### src/rtl/eprom_prog_seq.sv
// 8755 EPROM programming sequencer: walks the instruction buffer, drives timed
// setup/pulse/hold on the EPROM pins, verifies each byte and retries on mismatch.
module eprom_prog_seq #(
   parameter int ADDR_W     = 11,
   parameter int SETUP_CYC  = 50,
   parameter int PULSE_CYC  = 2500000,
   parameter int HOLD_CYC   = 50,
   parameter int VERIFY_CYC = 25,
   parameter int MAX_RETRY  = 3
) (
   input  logic              clk_i,
   input  logic              rst_ni,
   input  logic              start_i,
   input  logic [11:0]       byte_count_i,
   output logic              buf_dir_o,
   output logic [ADDR_W-1:0] buf_addr_o,
   input  logic [7:0]        buf_data_i,
   output logic [ADDR_W-1:0] ep_addr_o,
   output logic [7:0]        ep_dout_o,
   output logic              ep_oe_o,
   output logic              ep_prog_o,
   output logic              ep_rd_n_o,
   input  logic [7:0]        ep_din_i,
   output logic              busy_o,
   output logic              done_o,
   output logic              error_o,
   output logic [ADDR_W-1:0] err_addr_o
);

   localparam logic [3:0] S_IDLE   = 4'd0;
   localparam logic [3:0] S_FETCH  = 4'd1;
   localparam logic [3:0] S_LATCH  = 4'd2;
   localparam logic [3:0] S_SETUP  = 4'd3;
   localparam logic [3:0] S_PULSE  = 4'd4;
   localparam logic [3:0] S_HOLD   = 4'd5;
   localparam logic [3:0] S_VERIFY = 4'd6;
   localparam logic [3:0] S_NEXT   = 4'd7;
   localparam logic [3:0] S_FAIL   = 4'd8;

   localparam int                CW          = ADDR_W + 1;
   localparam logic [CW-1:0]     MAX_CNT     = {1'b1, {ADDR_W{1'b0}}};
   localparam logic [23:0]       SETUP_LAST  = 24'(SETUP_CYC - 1);
   localparam logic [23:0]       PULSE_LAST  = 24'(PULSE_CYC - 1);
   localparam logic [23:0]       HOLD_LAST   = 24'(HOLD_CYC - 1);
   localparam logic [23:0]       VERIFY_LAST = 24'(VERIFY_CYC - 1);
   localparam logic [3:0]        RETRY_MAX   = 4'(MAX_RETRY);

   logic [3:0]        state_q, state_d;
   logic [ADDR_W-1:0] addr_q, addr_d;
   logic [CW-1:0]     cnt_q, cnt_d;
   logic [7:0]        data_q, data_d;
   logic [23:0]       phase_q, phase_d;
   logic [3:0]        retry_q, retry_d;
   logic              done_q, done_d;
   logic              error_q, error_d;
   logic [ADDR_W-1:0] err_addr_q, err_addr_d;
   logic [ADDR_W-1:0] ep_addr_q, ep_addr_d;
   logic              busy_q, ep_oe_q, ep_prog_q, ep_rd_n_q;

   logic [CW-1:0]     addr_inc;
   logic [CW-1:0]     cnt_clamp;

   assign addr_inc  = {1'b0, addr_q} + {{ADDR_W{1'b0}}, 1'b1};
   assign cnt_clamp = (32'(byte_count_i) > 32'(MAX_CNT)) ? MAX_CNT : CW'(byte_count_i);

   always_comb begin
      state_d    = state_q;
      addr_d     = addr_q;
      cnt_d      = cnt_q;
      data_d     = data_q;
      phase_d    = phase_q;
      retry_d    = retry_q;
      done_d     = done_q;
      error_d    = error_q;
      err_addr_d = err_addr_q;
      ep_addr_d  = ep_addr_q;
      case (state_q)
         S_IDLE: if (start_i) begin
            done_d  = (byte_count_i == 12'd0);
            error_d = 1'b0;
            if (byte_count_i != 12'd0) begin
               addr_d  = '0;
               retry_d = '0;
               cnt_d   = cnt_clamp;
               state_d = S_FETCH;
            end
         end
         S_FETCH: begin
            ep_addr_d = addr_q;
            state_d   = S_LATCH;
         end
         S_LATCH: begin
            data_d  = buf_data_i;
            phase_d = '0;
            state_d = S_SETUP;
         end
         S_SETUP: if (phase_q == SETUP_LAST) begin
            phase_d = '0;
            state_d = S_PULSE;
         end else phase_d = phase_q + 24'd1;
         S_PULSE: if (phase_q == PULSE_LAST) begin
            phase_d = '0;
            state_d = S_HOLD;
         end else phase_d = phase_q + 24'd1;
         S_HOLD: if (phase_q == HOLD_LAST) begin
            phase_d = '0;
            state_d = S_VERIFY;
         end else phase_d = phase_q + 24'd1;
         S_VERIFY: if (phase_q == VERIFY_LAST) begin
            phase_d = '0;
            if (ep_din_i == data_q) state_d = S_NEXT;
            else if (retry_q == RETRY_MAX) begin
               // error is raised on FAIL entry so it is visible while busy drops
               error_d    = 1'b1;
               err_addr_d = addr_q;
               state_d    = S_FAIL;
            end else begin
               retry_d = retry_q + 4'd1;
               state_d = S_SETUP;
            end
         end else phase_d = phase_q + 24'd1;
         S_NEXT: begin
            retry_d = '0;
            if (addr_inc == cnt_q) begin
               done_d  = 1'b1;
               state_d = S_IDLE;
            end else begin
               addr_d  = addr_inc[ADDR_W-1:0];
               state_d = S_FETCH;
            end
         end
         S_FAIL:  state_d = S_IDLE;
         default: state_d = S_IDLE;
      endcase
   end

   // pin strobes are registered from the next state so they never glitch
   always_ff @(posedge clk_i or negedge rst_ni) begin
      if (!rst_ni) begin
         state_q    <= S_IDLE;
         addr_q     <= '0;
         cnt_q      <= '0;
         data_q     <= '0;
         phase_q    <= '0;
         retry_q    <= '0;
         done_q     <= 1'b0;
         error_q    <= 1'b0;
         err_addr_q <= '0;
         ep_addr_q  <= '0;
         busy_q     <= 1'b0;
         ep_oe_q    <= 1'b0;
         ep_prog_q  <= 1'b0;
         ep_rd_n_q  <= 1'b1;
      end else begin
         state_q    <= state_d;
         addr_q     <= addr_d;
         cnt_q      <= cnt_d;
         data_q     <= data_d;
         phase_q    <= phase_d;
         retry_q    <= retry_d;
         done_q     <= done_d;
         error_q    <= error_d;
         err_addr_q <= err_addr_d;
         ep_addr_q  <= ep_addr_d;
         busy_q     <= (state_d != S_IDLE) && (state_d != S_FAIL);
         ep_oe_q    <= state_d inside {S_LATCH, S_SETUP, S_PULSE, S_HOLD};
         ep_prog_q  <= (state_d == S_PULSE);
         ep_rd_n_q  <= (state_d != S_VERIFY);
      end
   end

   assign buf_dir_o  = busy_q;
   assign buf_addr_o = addr_q;
   assign ep_addr_o  = ep_addr_q;
   assign ep_dout_o  = data_q;
   assign ep_oe_o    = ep_oe_q;
   assign ep_prog_o  = ep_prog_q;
   assign ep_rd_n_o  = ep_rd_n_q;
   assign busy_o     = busy_q;
   assign done_o     = done_q;
   assign error_o    = error_q;
   assign err_addr_o = err_addr_q;

endmodule

### config.mk
export PLATFORM = sky130hd
export DESIGN_NAME = eprom_prog_seq
export DESIGN_NICKNAME = d
export VERILOG_FILES = /design/src/rtl/eprom_prog_seq.sv
export SDC_FILE = /design/constraint.sdc
export NUM_CORES = 1
export LEC_CHECK = 0
export ABC_AREA = 1
export CAP_MARGIN = 30
export CORE_UTILIZATION = 45
export DETAILED_ROUTE_END_ITERATION = 8
export GPL_TIMING_DRIVEN = 0
export PLACE_DENSITY_LB_ADDON = 0.25
export REMOVE_ABC_BUFFERS = 1
export SLEW_MARGIN = 10
export SYNTH_ARGS = -nofsm -noshare
export SYNTH_HDL_FRONTEND = slang
export SYNTH_SLANG_ARGS = --single-unit
### constraint.sdc
create_clock -name clk_i -period 3.5 [get_ports clk_i]
set_input_delay 0.7 -clock clk_i [delete_from_list [all_inputs] [get_ports clk_i]]
set_output_delay 0.7 -clock clk_i [all_outputs]
set_load 0.1 [all_outputs]
==> results.toml <==
[logic_synthesis]
synth.largest_area_cell = "dfrtp_1"
async_flop_share_pct = 100
yosys_most_used_dff = "dfrtp_1"
ys_seq_area_share_pct = 45.4
synth_cell_types = 37
yosysTopAreaCellShare_pct = 44.8
syn_area_um2 = 5020
synth_common_cells = "188 x nand2_1, 90 x dfrtp_1, 80 x nand3_1"
synth.area.top_cells = "dfrtp_1 45%, nand2_1 14%, nand3_1 8.0%"
ys_ff_latch = 91
yosysMostFrequentCell = "nand2_1"
yosysWarnings = 0
syn-mean-instance-area_um2 = 7.48
synthCells = 671
synth_edf_count = 0

[cts]
cts_htree_levels = 3
cts_buffer_depth = 2
cts_buffers = 9
post_cts_buffers = 0
clk_pin_slew_ns = 0.09
clockRootBuffer = "clkbuf_8"
cts_tree = "yes"
cts_hold_buf = 0
cts_resized = 0
insertion_delay_ns = 0.38
clock-sinks = 91

[grt]
grt-ovfl-total = 0
antenna_found_initial = 0
grt_pass1_vias = 4510
grt_use_total_pct = 22.7
grt_pass1_wl_um = 20600
grt_max_degree = 47

[min_path]
hp-class = "in2async"

[floorplan]
boundaryPins = 79
die_y_um = 108
rows = 38
start_util_pct = 46.3
core_um2 = 10800
dieWidth_um = 108
die_area_um2 = 11600

[sta]
holdWs_ns = 0.300
fin_setup_tns_ns = 0
fmax_mhz = 352
rsz0062_at_grt = "no"
hold_viol_final = 0
slew_headroom_pct = 32.8
tightest_slew_ns = 1.00
skew_ns = 0.0129
fin_crit_ns = 2.84
setup_viol = 0
final.period_utilization_pct = 81.2
slew_viol_final = 0

[setup_path]
cp_num_buf_inv = 1
cp_max_fo = 8
critical-path-top-delay-family = "buffers and inverters"
critPathSlowestCell = "clkdlybuf4s50_1"
crit_chain = "clkdlybuf4s50_1"
cp_data_arrival_time_ns = 2.14
cp-end-kind = "primary output"
required_ns = 2.80
critPathLaunchType = "register"
slowest_delay_ns = 1.22
critPathKind = "reg2out"

[layout]
drive_gt1_share_pct = 4.93
final_nets = 782
design_area_um2 = 6120
antenna_cells = 0
area_growth_syn_to_layout_pct = 21.9

[power_and_ir_drop]
leakagePower_nw = 2.85
power.density_nw_per_um2 = 315
ir_worst_vdd_v = 0.000162

[place]
routabilityCongestion = 0.882
numPortBuffers = 78
dp_hpwl_um = 9060
postPlaceCellArea_um2 = 5920

[detailed_routing]
wirelength_um = 12200
via_per_inst = 5.22
ant_nets = 0
num_vias = 4651
post_drt_wl_per_cell_um = 13.7
first_iter_violations = 391
first_pass_iters = 7
drc = 0

[flow_run]
drv_cap = 0

[status]
outcome = "complete, no violations"
-- state kept, by name, summed over array words and instances (netlist names) --
signal,flops
phase_q,24
cnt_q,12
buf_addr_o,11
ep_addr_o,11
err_addr_o,11
ep_dout_o,8
retry_q,4
state_q,4
buf_dir_o,1
done_o,1
ep_oe_o,1
ep_prog_o,1
ep_rd_n_o,1
error_o,1
-- placed cells by master, fill, tap and decap left out, types with 8 or more instances in the layout --
cell,count
clkdlybuf4s50_1,77
nand4_1,16
dfrtp_1,90
nor2_1,57
inv_1,77
o22ai_1,8
nand3_1,80
nand2_1,188
a21oi_1,8
clkbuf_8,11
nor3_1,11
o21a_1,11
o21ai_0,53
-- final timing paths --
kind	from	to	slack [ns]	cells after the start
worst max-delay path	buf_addr_o[2]$_DFFE_PN0P_	buf_addr_o[2]	0.66	1
max in group asynchronous	rst_ni	ep_addr_o[7]$_DFFE_PN0P_	2.55	2
worst min register to register	ep_addr_o[7]$_DFFE_PN0P_	ep_addr_o[7]$_DFFE_PN0P_	0.50	2
min in group clk_i	ep_addr_o[7]$_DFFE_PN0P_	ep_addr_o[7]$_DFFE_PN0P_	0.50	2
worst max register to register	state_q[2]$_DFF_PN0_	cnt_q[4]$_DFFE_PN0P_	0.80	9
worst min-delay path	rst_ni	phase_q[18]$_DFFE_PN0P_	0.30	1
-- cell families (layout without fill, tap and decap cells) --
kind of cell	Yosys count	count (layout)	share of synthesized area [%]
flip-flops	91	91	45.4
adder cells (fa/ha/maj)	5	5	1.25
AO/OA/AOI/OAI	92	92	10.4
XOR/XNOR	14	14	2.44
AND/OR/NAND/NOR	375	375	32.8
buffers and inverters	94	174	7.72
-- metal layers --
layer	vias up	share of wire, %	GRT usage, %
met5	-	0	0
met2	133	47	37.7
met4	0	1.4	8.12
met1	2161	46	29.4
met3	17	4.8	4.42
li1	2340	-	-
-- layout make-up --
type	count	area [um2]
clock inverters	4	50.0
fillers	1004	4720
well taps	140	175
repair buffers	80	813
inverters	78	293
multi-input cells	486	2360
clock buffers	12	155
flip-flops and latches	91	2280
-- where the power goes --
| part | switching, mW | leakage, nW | internal [mW] | total [mW] |
|---|---|---|---|---|
| Sequential | 0.00528 | 1.16 | 1.06 | 1.06 |
| Combinational | 0.0736 | 1.59 | 0.0490 | 0.123 |
| Clock | 0.379 | 0.0986 | 0.368 | 0.748 |
-- stage by stage --
stage	std cells	total power, mW	setup WS [ns]	utilization [%]
final	891	1.93	0.658	56.5
after global routing	891	2.00	0.421	56.5
after CTS	891	1.95	0.642	56.5
after detailed placement	875	1.21	0.311	54.6
after global placement	873	1.20	-1.54	54.3
after floorplan	655	1.13	0.897	-
Power figures use the tool's default switching activity.
